<file path="src/rtl/mem_arbiter.sv">
// Memory-side arbiter: grants the icache or the dcache to a single-ported RAM.
// Dcache has priority, with a starvation guard for icache and a per-grant timeout.
module mem_arbiter #(
    parameter int unsigned STARVE_LIMIT = 4,
    parameter int unsigned TIMEOUT      = 64
) (
    input  logic        CLK,
    input  logic        RST,
    input  logic        iREN,
    input  logic [31:0] iaddr,
    output logic        iwait,
    output logic [31:0] iload,
    input  logic        dREN,
    input  logic        dWEN,
    input  logic [31:0] daddr,
    input  logic [31:0] dstore,
    output logic        dwait,
    output logic [31:0] dload,
    output logic        ramREN,
    output logic        ramWEN,
    output logic [31:0] ramaddr,
    output logic [31:0] ramstore,
    input  logic [31:0] ramload,
    input  logic [1:0]  ramstate,
    output logic        timeout,
    output logic [7:0]  err_cnt
);

    typedef enum logic [1:0] {S_IDLE, S_IGNT, S_DGNT} state_t;
    typedef enum logic [1:0] {RAM_FREE, RAM_BUSY, RAM_ACCESS, RAM_ERROR} ramstate_t;

    localparam logic [3:0] LP_STARVE_MAX = 4'(STARVE_LIMIT);
    localparam logic [7:0] LP_TIMER_LAST = 8'(TIMEOUT - 1);

    state_t     r_state;
    state_t     w_next;
    ramstate_t  w_ram;
    logic [3:0] r_starve;
    logic [3:0] w_starve_next;
    logic [7:0] r_timer;
    logic [7:0] r_err_cnt;
    logic       r_timeout;
    logic       w_dreq;
    logic       w_owner_req;
    logic       w_access;
    logic       w_error;
    logic       w_expire;

    assign w_ram   = ramstate_t'(ramstate);
    assign w_dreq  = dREN | dWEN;
    assign timeout = r_timeout;
    assign err_cnt = r_err_cnt;

    // Arbitration, grant completion and starvation bookkeeping.
    always_comb begin
        w_next        = r_state;
        w_starve_next = r_starve;
        w_owner_req   = 1'b0;
        w_access      = 1'b0;
        w_error       = 1'b0;
        w_expire      = 1'b0;

        case (r_state)
            S_IDLE: begin
                if (w_dreq && !(iREN && (r_starve == LP_STARVE_MAX))) begin
                    w_next = S_DGNT;
                end else if (iREN) begin
                    w_next = S_IGNT;
                end
            end
            S_IGNT:  w_owner_req = iREN;
            S_DGNT:  w_owner_req = w_dreq;
            default: w_next = S_IDLE;
        endcase

        if (r_state != S_IDLE) begin
            w_access = w_owner_req && (w_ram == RAM_ACCESS);
            w_error  = w_owner_req && (w_ram == RAM_ERROR);
            // The last allowed waiting cycle: expire registers the pulse for the IDLE cycle.
            w_expire = w_owner_req && !w_access && (r_timer == LP_TIMER_LAST);

            if (!w_owner_req || w_access || w_expire) begin
                w_next = S_IDLE;
            end

            if (w_access) begin
                if ((r_state == S_DGNT) && iREN) begin
                    w_starve_next = (r_starve == LP_STARVE_MAX) ? r_starve : r_starve + 4'd1;
                end else begin
                    w_starve_next = '0;
                end
            end
        end
    end

    // RAM strobes and cache returns; strobes follow the owner's live enable.
    always_comb begin
        iwait    = 1'b1;
        dwait    = 1'b1;
        iload    = '0;
        dload    = '0;
        ramREN   = 1'b0;
        ramWEN   = 1'b0;
        ramaddr  = '0;
        ramstore = '0;

        case (r_state)
            S_IGNT: begin
                ramaddr = iaddr;
                ramREN  = iREN;
                if (w_access) begin
                    iwait = 1'b0;
                    iload = ramload;
                end
            end
            S_DGNT: begin
                ramaddr = daddr;
                if (dWEN) begin
                    ramWEN   = 1'b1;
                    ramstore = dstore;
                end else begin
                    ramREN = dREN;
                end
                if (w_access) begin
                    dwait = 1'b0;
                    if (!dWEN) begin
                        dload = ramload;
                    end
                end
            end
            default: ;
        endcase
    end

    always_ff @(posedge CLK or posedge RST) begin
        if (RST) begin
            r_state   <= S_IDLE;
            r_starve  <= '0;
            r_timer   <= '0;
            r_err_cnt <= '0;
            r_timeout <= 1'b0;
        end else begin
            r_state   <= w_next;
            r_starve  <= w_starve_next;
            r_timeout <= w_expire;
            if ((r_state == S_IDLE) || (w_next == S_IDLE)) begin
                r_timer <= '0;
            end else begin
                r_timer <= r_timer + 8'd1;
            end
            if (w_error && (r_err_cnt != 8'hFF)) begin
                r_err_cnt <= r_err_cnt + 8'd1;
            end
        end
    end

endmodule

</file>
<file path="config.mk">
export PLATFORM = sky130hd
export DESIGN_NAME = mem_arbiter
export DESIGN_NICKNAME = d
export VERILOG_FILES = /design/src/rtl/mem_arbiter.sv
export SDC_FILE = /design/constraint.sdc
export NUM_CORES = 1
export LEC_CHECK = 0
export CAP_MARGIN = 40
export CELL_PAD_IN_SITES_DETAIL_PLACEMENT = 2
export CELL_PAD_IN_SITES_GLOBAL_PLACEMENT = 2
export CORE_ASPECT_RATIO = 0.9
export CORE_UTILIZATION = 11
export DETAILED_ROUTE_END_ITERATION = 12
export MAX_ROUTING_LAYER = met4
export PLACE_DENSITY = 0.89
export SLEW_MARGIN = 20
export SYNTH_ARGS = -nofsm -noshare
export SYNTH_HDL_FRONTEND = slang
export SYNTH_SLANG_ARGS = --single-unit
</file>
<file path="constraint.sdc">
create_clock -name CLK -period 1.8 [get_ports CLK]
set_input_delay 0.27 -clock CLK [delete_from_list [all_inputs] [get_ports CLK]]
set_output_delay 0.27 -clock CLK [all_outputs]
set_load 0.05 [all_outputs]
</file>
==> flow_summary_export.csv <==
group,metric,value,unit
worst_setup_path,startpoint_type,"flip-flop",
synthesis,ys_top_cells_by_area,"dfrtp_1, and3_1, a22oi_1",
sta,worst_pin_slew,0.523,ns
synthesis,synth_top_area_share,0.241,
sta,max_freq,431,MHz
clocking,holdBufCountCts,0,
synthesis,synth.most_common_cell,"and3_1",
clocking,cts_tree,"built",
final_layout,utilization,0.415,
power_and_ir_drop,power.total,10.5,mW
floorplan,die_h,142,µm
worst_setup_path,endpoint,"iload[10]",
placed_design,io_buffers,275,
clocking,clock-sinks,23,
worst_setup_path,worstPathCellList,"inv_2 > buf_6 > ha_4 > o21ai_4 > a21oi_4 > buf_6 > buf_6 > buf_16 > and3_4 > buf_12",
clocking,ctsHtreeMaxLevel,1,
final_layout,final-seq-area,576,µm²
final_layout,layout.nets,784,
synthesis,syn_inst,314,
final_layout,drive_gt1_frac,0.652,
sta,whs,0.362,ns
synthesis,synth_area_leader_cell,"dfrtp_1",
worst_setup_path,path_class,"flip-flop to output pin",
sta,clock_skew,0.00253,ns
detailed_routing,drtPass1Iterations,4,
run,cap_violations,0,
detailed_routing,ant_nets,0,
global_route,grt_max_degree,36,
detailed_routing,num_vias,3874,
synthesis,ys_ff_latch,23,
detailed_routing,post_drt_wl_per_cell,22.2,µm
global_route,grtUsageTotal,0.180,
worst_setup_path,rr_startpoint,"r_state[1]",
worst_setup_path,rr_endpoint,"r_starve[0]",
sta,rsz0062_at_grt,"yes",
global_route,globalRouteOverflowTotal,0,
synthesis,async_flop_share,1.00,
worst_setup_path,rrSetupSlack,-0.31,ns
worst_setup_path,critPathMostFrequentCell,"buf_6",
synthesis,synth_area,0.00239,mm²
global_route,grt_first_pass_wirelength,29200,µm
detailed_routing,drt-initial-drc-count,74,
placed_design,post-dp-hpwl,14600,µm
global_route,use_met2,0.347,
sta,fin_crit_sh,1.29,
sta,finalCriticalPeriod,2.32,ns
synthesis,synth_flop_cell,"dfrtp_1",
worst_setup_path,worstPathMaxFanout,7,
clocking,root_buffer,"clkbuf_16",
synthesis,ys_types,44,
synthesis,synth_edf_count,0,
worst_setup_path,critical_path.top_delay_family,"buffers and inverters",
clocking,clk_pin_slew_worst_paths,0.06,ns
final_layout,nFillCells,2113,
worst_setup_path,endpoint_kind,"output pin",
final_layout,multi_input_area,0.00260,mm²
floorplan,die_x,157,µm
placed_design,gp_congestion,0.724,
detailed_routing,viasPerCell,4.17,
floorplan,dieArea,0.0223,mm²
clocking,clock_path_buffers,2,
worst_setup_path,worst-path-stages,10,
global_route,use_met1,0.184,
power_and_ir_drop,ir_worst_vdd,0.742,mV
final_layout,area_growth,265,%
power_and_ir_drop,p_leak,3.38,nW
sta,max-slew-margin-rel,0.650,
sta,setup-violations-final,153,
worst_setup_path,crit_start,"r_state[0]",
global_route,antenna_found_initial,2,
worst_setup_path,ff2ff_path_depth,11,
power_and_ir_drop,p_per_area,1210,mW/mm²
clocking,cts-buffers-inserted,3,
global_route,busiest_layer,"met2",
run_status,violations,"negative setup slack",
synthesis,synth_fp_nets,456,
floorplan,start_util,0.114,
worst_setup_path,cpPeakStageDelay,0.40,ns
synthesis,ys_warn_count,0,
sta,setup_ws,-0.521,ns
placed_design,dp_slack,-0.483,ns
worst_setup_path,slowest_stage,"dfrtp_1",
synthesis,synth_common_cells,"and3_1, nor2_1, and2_1",
detailed_routing,totalWireLength,20600,µm
floorplan,rows,50,
synthesis,yosysSeqAreaShare,0.241,
hold_path,hold_path.class,"input port to asynchronous set/reset pin",
floorplan,boundaryPins,276,
floorplan,core_area,0.0210,mm²
synthesis,syn_area_per_cell,7.61,µm²
worst_setup_path,critPathArrivalTime,2.05,ns
worst_setup_path,path_buf_inv,6,
clocking,clk_latency,0.25,ns
global_route,grtUsageMet3,0.0367,
sta,maxSlewViolCount,0,
worst_setup_path,crit_required,1.53,ns
global_route,grt_pass1_vias,4446,
sta,hold_viol,0,
run_status,outcome,"finished with violations",
detailed_routing,drcViolationCount,0,
stage by stage:
stage,setup TNS (ns),instance area [µm²],std cells
after floorplan,-3.83,2920,314
after global placement,-27.92,7550,887
after detailed placement,-35.44,7550,887
after CTS,-50.43,8440,917
after global routing,-65.54,8730,929
final,-55.76,8730,929
placed cells by master, fill, tap and decap left out, drive strengths merged, types with 2 or more instances in the layout:
| master | instances |
|---|---|
| nand3b | 2 |
| nand4 | 7 |
| diode | 2 |
| dfrtp | 23 |
| and3 | 67 |
| a22oi | 32 |
| xnor2 | 7 |
| buf | 213 |
| ha | 7 |
| nand2 | 7 |
| nand2b | 2 |
| mux2 | 3 |
| dlymetal6s2s | 2 |
| and2 | 35 |
| clkdlybuf4s50 | 134 |
| inv | 9 |
| a21oi | 7 |
| clkbuf | 6 |
| o21ai | 4 |
| a31oi | 2 |
| nor2 | 45 |
| and3b | 2 |
| nand3 | 5 |
| clkinv | 2 |
| xor2 | 5 |
flip-flops by register name, indices dropped and copies added (netlist names):
register	count
err_cnt	8
r_starve	4
r_state	2
r_timer	8
timeout	1
area by class of cell:
cell class	count	share of cell area
repair buffers	352	0.579
multi-input cells	252	0.298
flip-flops and latches	23	0.0659
well taps	286	0.0410
clock buffers	3	0.00860
inverters	10	0.00573
clock inverters	1	0.000573
diodes	2	0.000573
logic make-up after synthesis:
logic type,after synthesis,share of synthesized area
xor gates and xnor gates,12,0.0440
AOI/OAI and AO/OA,51,0.163
buffers and inverters,39,0.0775
and+or+nand+nor,178,0.420
DFF,23,0.241
muxes,4,0.0183
adders and majority gates,7,0.0367
routing by layer:
layer | share of wire | up-vias | routed length [µm]
li1 | - | 1778 | -
met1 | 0.35 | 1895 | 7180
met2 | 0.57 | 183 | 11700
met3 | 0.066 | 18 | 1350
met4 | 0.019 | 0 | 393
met5 | 0 | - | 0
worst register-to-register path: cells and delay by family, from the launching register on:
| family | cells | cell delay, ns |
|---|---|---|
| flip-flops | 1 | 0.39 |
| AO/OA/AOI/OAI | 2 | 0.16 |
| AND/OR/NAND/NOR | 1 | 0.15 |
| adder cells (fa/ha/maj) | 1 | 0.18 |
| buffers and inverters | 6 | 0.84 |
| multiplexers | 1 | 0.27 |
worst min-delay path by stage:
| stage | from | to | slack (ns) |
|---|---|---|---|
| after floorplan | RST | err_cnt[0] | 0.27 |
| after global placement | r_timer[0] | r_timer[0] | 0.44 |
| after detailed placement | r_timer[0] | r_timer[0] | 0.46 |
| after CTS | RST | err_cnt[1] | 0.38 |
| after global routing | RST | err_cnt[1] | 0.39 |
| final | RST | err_cnt[1] | 0.36 |
timing repair:
action | 4_1_cts | 5_1_grt
pin swaps | 15 | 31
endpoints found under the setup margin | 151 | 156
gates cloned | 8 | 3
resized for setup | 93 | 42
buffers inserted | 19 | 10
power by group:
part	internal, mW	total (mW)	switching, mW
clock	0.299	0.488	0.190
sequential	0.590	0.675	0.0850
combinational	4.74	9.36	4.62
total	5.63	10.5	4.89
(Power assumes the default switching activity.)
